**config.mk**
```make
export PLATFORM = sky130hd
export DESIGN_NAME = reg_file_mp
export DESIGN_NICKNAME = d
export VERILOG_FILES = /design/src/rtl/reg_file_pkg.sv /design/src/rtl/reg_file_scoreboard.sv /design/src/rtl/reg_file_mp.sv
export SDC_FILE = /design/constraint.sdc
export NUM_CORES = 2
export LEC_CHECK = 0
export BUFFER_PORTS_ARGS = -buffer_cell sky130_fd_sc_hd__buf_2
export CORE_MARGIN = 5
export CORE_UTILIZATION = 40
export DETAILED_ROUTE_END_ITERATION = 8
export PLACE_DENSITY = 0.55
export SETUP_SLACK_MARGIN = 0.05
export SLEW_MARGIN = 20
export SYNTH_ARGS = -nofsm -noshare
export SYNTH_HDL_FRONTEND = slang
export SYNTH_SLANG_ARGS = --single-unit
```
**constraint.sdc**
```tcl
create_clock -name clk_i -period 3.6 [get_ports clk_i]
set_input_delay 0.36 -clock clk_i [delete_from_list [all_inputs] [get_ports clk_i]]
set_output_delay 0.36 -clock clk_i [all_outputs]
set_load 0.005 [all_outputs]
```
**src/rtl/reg_file_pkg.sv**
```systemverilog
// Shared constants, address-legality helper and count-delta encoding for the
// multi-port register file and its pending-write scoreboard.
package reg_file_pkg;

    localparam int unsigned DEF_DATA_W = 64;
    localparam int unsigned DEF_ADDR_W = 5;

    // Net change of the pending-register count on one edge.
    typedef enum logic [1:0] {
        CNT_HOLD = 2'b00,
        CNT_INC  = 2'b01,
        CNT_DEC  = 2'b10
    } cnt_delta_e;

    // An address may be written/allocated unless it is the hardwired zero register.
    function automatic logic addr_legal(input logic [31:0] addr, input logic zero_reg);
        return (addr != 32'd0) || !zero_reg;
    endfunction

endpackage

```
**src/rtl/reg_file_scoreboard.sv**
```systemverilog
// Pending-write scoreboard: per-register busy bits with flush > alloc > wb
// priority, per-port busy lookup, and an incrementally maintained busy count.
module reg_file_scoreboard
    import reg_file_pkg::*;
#(
    parameter int unsigned ADDR_W   = DEF_ADDR_W,
    parameter int unsigned NUM_RD   = 2,
    parameter int unsigned ZERO_REG = 1
) (
    input  logic                     clk_i,
    input  logic                     rst_i,
    input  logic [NUM_RD*ADDR_W-1:0] rd_addr_i,
    input  logic                     wb_en_i,
    input  logic [ADDR_W-1:0]        wb_addr_i,
    input  logic                     alloc_en_i,
    input  logic [ADDR_W-1:0]        alloc_addr_i,
    input  logic                     flush_i,
    output logic [NUM_RD-1:0]        rd_busy_o,
    output logic [ADDR_W:0]          busy_cnt_o
);

    localparam int unsigned DEPTH   = 2 ** ADDR_W;
    localparam logic        ZERO_EN = (ZERO_REG != 0);

    logic [DEPTH-1:0] busy_q;
    logic [DEPTH-1:0] busy_d;
    logic [ADDR_W:0]  cnt_q;
    logic [ADDR_W:0]  cnt_d;
    logic             wb_legal_s;
    logic             alloc_legal_s;
    logic             inc_s;
    logic             dec_s;
    cnt_delta_e       delta_s;

    assign wb_legal_s    = wb_en_i && addr_legal(32'(wb_addr_i), ZERO_EN);
    assign alloc_legal_s = alloc_en_i && addr_legal(32'(alloc_addr_i), ZERO_EN);

    // A wb only retires a busy register if the same register is not re-allocated this edge.
    assign inc_s = alloc_legal_s && !busy_q[alloc_addr_i];
    assign dec_s = wb_legal_s && busy_q[wb_addr_i] &&
                   !(alloc_legal_s && (alloc_addr_i == wb_addr_i));

    // Encode the net count change for this edge.
    always_comb begin
        case ({inc_s, dec_s})
            2'b10:   delta_s = CNT_INC;
            2'b01:   delta_s = CNT_DEC;
            default: delta_s = CNT_HOLD;
        endcase
    end

    // Next busy vector: flush beats alloc, alloc beats wb for the same register.
    always_comb begin
        busy_d = busy_q;
        for (int i = 0; i < int'(DEPTH); i++) begin
            if (flush_i) begin
                busy_d[i] = 1'b0;
            end else if (alloc_legal_s && (alloc_addr_i == ADDR_W'(i))) begin
                busy_d[i] = 1'b1;
            end else if (wb_legal_s && (wb_addr_i == ADDR_W'(i))) begin
                busy_d[i] = 1'b0;
            end else begin
                busy_d[i] = busy_q[i];
            end
        end
    end

    // Next busy count from the encoded delta.
    always_comb begin
        cnt_d = cnt_q;
        if (flush_i) begin
            cnt_d = '0;
        end else begin
            case (delta_s)
                CNT_INC: cnt_d = cnt_q + {{ADDR_W{1'b0}}, 1'b1};
                CNT_DEC: cnt_d = cnt_q - {{ADDR_W{1'b0}}, 1'b1};
                default: cnt_d = cnt_q;
            endcase
        end
    end

    // Scoreboard state registers.
    always_ff @(posedge clk_i) begin
        if (rst_i) begin
            busy_q <= '0;
            cnt_q  <= '0;
        end else begin
            busy_q <= busy_d;
            cnt_q  <= cnt_d;
        end
    end

    assign busy_cnt_o = cnt_q;

    genvar k;
    for (k = 0; k < int'(NUM_RD); k++) begin : g_busy
        logic [ADDR_W-1:0] addr_s;
        assign addr_s = rd_addr_i[k*ADDR_W +: ADDR_W];
        // A same-cycle legal wb to the read address is bypassed, so it reads as ready.
        assign rd_busy_o[k] = busy_q[addr_s] && !(wb_legal_s && (wb_addr_i == addr_s));
    end

endmodule

```
**src/rtl/reg_file_mp.sv**
```systemverilog
// Multi-read-port integer register file with same-cycle write-through bypass;
// pending-write tracking is delegated to reg_file_scoreboard.
module reg_file_mp
    import reg_file_pkg::*;
#(
    parameter int unsigned DATA_W   = DEF_DATA_W,
    parameter int unsigned ADDR_W   = DEF_ADDR_W,
    parameter int unsigned NUM_RD   = 2,
    parameter int unsigned ZERO_REG = 1
) (
    input  logic                     clk_i,
    input  logic                     rst_i,
    input  logic [NUM_RD*ADDR_W-1:0] rd_addr_i,
    output logic [NUM_RD*DATA_W-1:0] rd_data_o,
    output logic [NUM_RD-1:0]        rd_busy_o,
    input  logic                     wb_en_i,
    input  logic [ADDR_W-1:0]        wb_addr_i,
    input  logic [DATA_W-1:0]        wb_data_i,
    input  logic                     alloc_en_i,
    input  logic [ADDR_W-1:0]        alloc_addr_i,
    input  logic                     flush_i,
    output logic [ADDR_W:0]          busy_cnt_o
);

    localparam int unsigned DEPTH   = 2 ** ADDR_W;
    localparam logic        ZERO_EN = (ZERO_REG != 0);

    logic [DATA_W-1:0] regs_q [DEPTH];
    logic [DATA_W-1:0] regs_d [DEPTH];
    logic              wb_legal_s;

    assign wb_legal_s = wb_en_i && addr_legal(32'(wb_addr_i), ZERO_EN);

    // Next architectural state: only the legal wb destination changes.
    always_comb begin
        for (int i = 0; i < int'(DEPTH); i++) begin
            if (wb_legal_s && (wb_addr_i == ADDR_W'(i))) begin
                regs_d[i] = wb_data_i;
            end else begin
                regs_d[i] = regs_q[i];
            end
        end
    end

    // Storage array; reset clears every register and overrides a same-cycle wb.
    always_ff @(posedge clk_i) begin
        if (rst_i) begin
            for (int i = 0; i < int'(DEPTH); i++) begin
                regs_q[i] <= '0;
            end
        end else begin
            for (int i = 0; i < int'(DEPTH); i++) begin
                regs_q[i] <= regs_d[i];
            end
        end
    end

    genvar k;
    for (k = 0; k < int'(NUM_RD); k++) begin : g_rd
        logic [ADDR_W-1:0] addr_s;
        logic [DATA_W-1:0] data_s;

        assign addr_s = rd_addr_i[k*ADDR_W +: ADDR_W];

        // Read mux with write-through bypass; the hardwired zero register always reads 0.
        always_comb begin
            if (!addr_legal(32'(addr_s), ZERO_EN)) begin
                data_s = '0;
            end else if (wb_legal_s && (wb_addr_i == addr_s)) begin
                data_s = wb_data_i;
            end else begin
                data_s = regs_q[addr_s];
            end
        end

        assign rd_data_o[k*DATA_W +: DATA_W] = data_s;
    end

    reg_file_scoreboard #(
        .ADDR_W   (ADDR_W),
        .NUM_RD   (NUM_RD),
        .ZERO_REG (ZERO_REG)
    ) u_scoreboard (
        .clk_i        (clk_i),
        .rst_i        (rst_i),
        .rd_addr_i    (rd_addr_i),
        .wb_en_i      (wb_en_i),
        .wb_addr_i    (wb_addr_i),
        .alloc_en_i   (alloc_en_i),
        .alloc_addr_i (alloc_addr_i),
        .flush_i      (flush_i),
        .rd_busy_o    (rd_busy_o),
        .busy_cnt_o   (busy_cnt_o)
    );

endmodule

```
==> reports/metrics.cfg <==
[place]
gp_congestion = 0.893
place_area_um2 = 114000
portBuffers = 224
dp_slack_ps = -132
dp_hpwl_um = 282000

[die]
die-height_um = 522
dieWidth_um = 522
initial_core_util_pct = 40.1
pin_count = 225
dieArea_um2 = 272000
row_count = 188
core-area_um2 = 262000

[run]
cap_violations = 0

[global_route]
grt-ovfl-total = 0
grt_antenna_before_repair = 29
grt_usage_pct = 32.5
grt_pass1_vias = 74126
grt_max_degree = 66
grt_pass1_wl_um = 614000

[yosys]
synth_ff_type = edfxtp_1
yosys_warnings = 0
async_flop_share_pct = 0
syn_area_um2 = 105000
ys_seq_elements = 2086
synth_top_area_share_pct = 58.7
postSynthAreaPerCell_um2 = 14.8
synth_top_cells_by_area = edfxtp_1 (59%), mux4_2 (17%), mux2i_1 (4.8%)
synth_cells = 7090
synth-edff-count = 2048
synth_top_cell_by_area = edfxtp_1
seq_area_frac_synth_pct = 59.4
synthDistinctLibCells = 77

[clock_network]
clock_latency_ps = 910
root_buffer = clkbuf_16
cts_max_path_buffers = 3
clkSlewWorstSetupHoldPaths_ps = 60
cts_buffers = 227
post-cts-setup-buffers = 0
htree_levels = 4
tritoncts = done
cts.sinks = 2086

[layout]
syn_to_final_growth_pct = 16.2
final_common_cell = edfxtp_1
drive_gt1_share_pct = 27.9
final_cell_mix = edfxtp_1 (2048), nor2_1 (1310), mux4_2 (795), mux2i_1 (503), buf_4 (433)
nets = 7586
final_core_util_pct = 46.6
final_area_um2 = 122000

[sta]
tightest_slew_ps = 1150
clock_skew_ps = 54.7
hold_violations = 0
finalSetupViolations = 0
hold_ws_ps = 50.3
slew_headroom_pct = 23.6
final.setup.worst_slack_ps = 11.5
min_period_ps = 3590
clock.fmax_mhz = 279
rsz0062_at_grt = yes
fin_crit_sh_pct = 99.7
slew_viol_final = 0

[drt]
drt_iter0_markers = 12649
viasPerCell = 6.78
avgRoutedWirePerCell_um = 40.4
drc_errors = 0
drtAntennaViolNets = 0
vias = 76129
finalWirelength_um = 454000
drt_first_pass_iters = 6

[worst_setup_path]
path_cells = clkbuf_8 -> nand2b_2 -> nor2_2 -> buf_4 -> a221oi_2 -> o21ai_0 -> o211ai_1 -> o211a_1 -> buf_2
crit_path_end_kind = output pin
worst-path-buf-inv = 3
cp_data_arrival_time_ps = 3230
critPathRequiredTime_ps = 3240
path_delay_family = compound AO/OA/AOI/OAI gates
worstPathMaxFanout = 30
r2r-end = u_scoreboard.busy_cnt_o[5]$_SDFFE_PP0P_
worst_path_max_delay_cell = o211ai_1
crit_type = in2out
r2r-start = u_scoreboard.busy_q[14]$_SDFFE_PP0P_
reg2reg_depth = 13
slowest_delay_ps = 690
r2r_slack_ps = 420
start_kind = input port

[min_path]
holdPathEnd = regs_q[8][41]$_SDFFCE_PN0P_
hold_depth = 4
hp-class = in2reg
hp-start = wb_data_i[41]

[power]
p_leak_uw = 0.0423
ir_worst_vdd_mv = 0.551
p_per_area_nw_per_um2 = 512
p_total_uw = 62400

[run_status]
status = complete, no violations

## power breakdown
| part | internal (uW) | switching (uW) | leakage, uW | total, uW |
|---|---|---|---|---|
| Sequential | 28500 | 821 | 0.0200 | 29300 |
| Clock | 14000 | 10400 | 0.00370 | 24400 |
| Combinational | 3460 | 5300 | 0.0187 | 8760 |
## metal layers
metal	track usage [%]	up-vias	routed length [um]
met1	43.3	39797	166000
met4	17.0	16	28300
met2	49.1	6250	202000
met3	8.36	1307	57300
met5	0.211	-	159
li1	-	28759	-
## cells in the mapped netlist, drive strengths merged (11+ instances only)
| cell | count |
|---|---|
| edfxtp | 2048 |
| nor2 | 1321 |
| mux4 | 795 |
| mux2i | 503 |
| buf | 437 |
| clkbuf | 280 |
| o21ai | 188 |
| a22oi | 175 |
| o22ai | 154 |
| a21oi | 147 |
| nand2 | 135 |
| nand2b | 115 |
| mux2 | 82 |
| inv | 75 |
| o211ai | 68 |
| a221oi | 63 |
| nor3 | 53 |
| a211oi | 46 |
| nor2b | 39 |
| dfxtp | 38 |
| a22o | 32 |
| o221ai | 29 |
| nand3 | 27 |
| nor4 | 22 |
| a31oi | 17 |
| a2111oi | 16 |
| and3 | 16 |
| nor3b | 13 |
| xnor2 | 13 |
| a311oi | 12 |
| nand4 | 11 |
## area by class of cell
class / count / area (um^2)
clock inverter: 152 / 1770
timing repair buffer: 826 / 7770
antenna: 27 / 67.6
multi-input combinational: 4273 / 39400
sequential: 2086 / 62300
inverter: 77 / 292
clock buffer: 269 / 5880
fill: 22929 / 140000
tap: 3515 / 4400
## state kept, by name, indices dropped and copies added, names as in the netlist
register / count
regs_q: 2048
u_scoreboard.busy_q: 32
u_scoreboard.busy_cnt_o: 6
## repair_timing
action | 4_1_cts | 5_1_grt
hold buffers | 9 | 0
hold endpoints to repair | 22 | 0
pin swaps | 1 | 0
cloned | 0 | 0
setup endpoints to repair | 3 | 5
gates resized for setup | 3 | 4
## worst register-to-register path: stages (launching register included)
cell	delay, ps
dfxtp_1	370
mux4_2	470
mux4_2	500
mux2i_1	140
nor3_1	70
ha_1	270
ha_1	300
a21o_1	180
a21oi_1	170
buf_4	140
o21ai_0	90
nand4_1	110
xnor2_1	120
nor2_1	60
## per-stage QoR
stage | cells | setup TNS (ps)
after detailed placement | 10768 | -259
after CTS | 11198 | 0
final | 11225 | 0
after floorplan | 7153 | 0
after global placement | 10768 | -240
after global routing | 11201 | 0
## worst max-delay path by stage
stage,start,to,slack (ps),cells past startpoint
after detailed placement,wb_addr_i[1],rd_data_o[107],-130,10
after global routing,wb_addr_i[1],rd_data_o[107],50,9
after floorplan,alloc_addr_i[1],u_scoreboard.busy_cnt_o[5]$_SDFFE_PP0P_,150,14
after CTS,wb_addr_i[1],rd_data_o[107],50,10
after global placement,wb_addr_i[1],rd_data_o[107],-130,10
final,rd_addr_i[2],rd_data_o[42],10,9
## logic make-up (layout without fill, tap and decap cells)
kind of cell               after synthesis  count (layout)  share of synthesized area [%]
DFF                                   2086            2086                           59.4
and+or+nand+nor                       1797            1797                           7.25
muxes                                 1380            1380                           22.8
AOI/OAI and AO/OA                     1006            1006                           6.52
buffers and inverters                  794            1324                           3.84
xor gates and xnor gates                20              20                          0.167
adders and majority gates                6               6                         0.0788
other                                    1              91                        0.00358
Note: power is estimated with default switching activity, not from simulation.
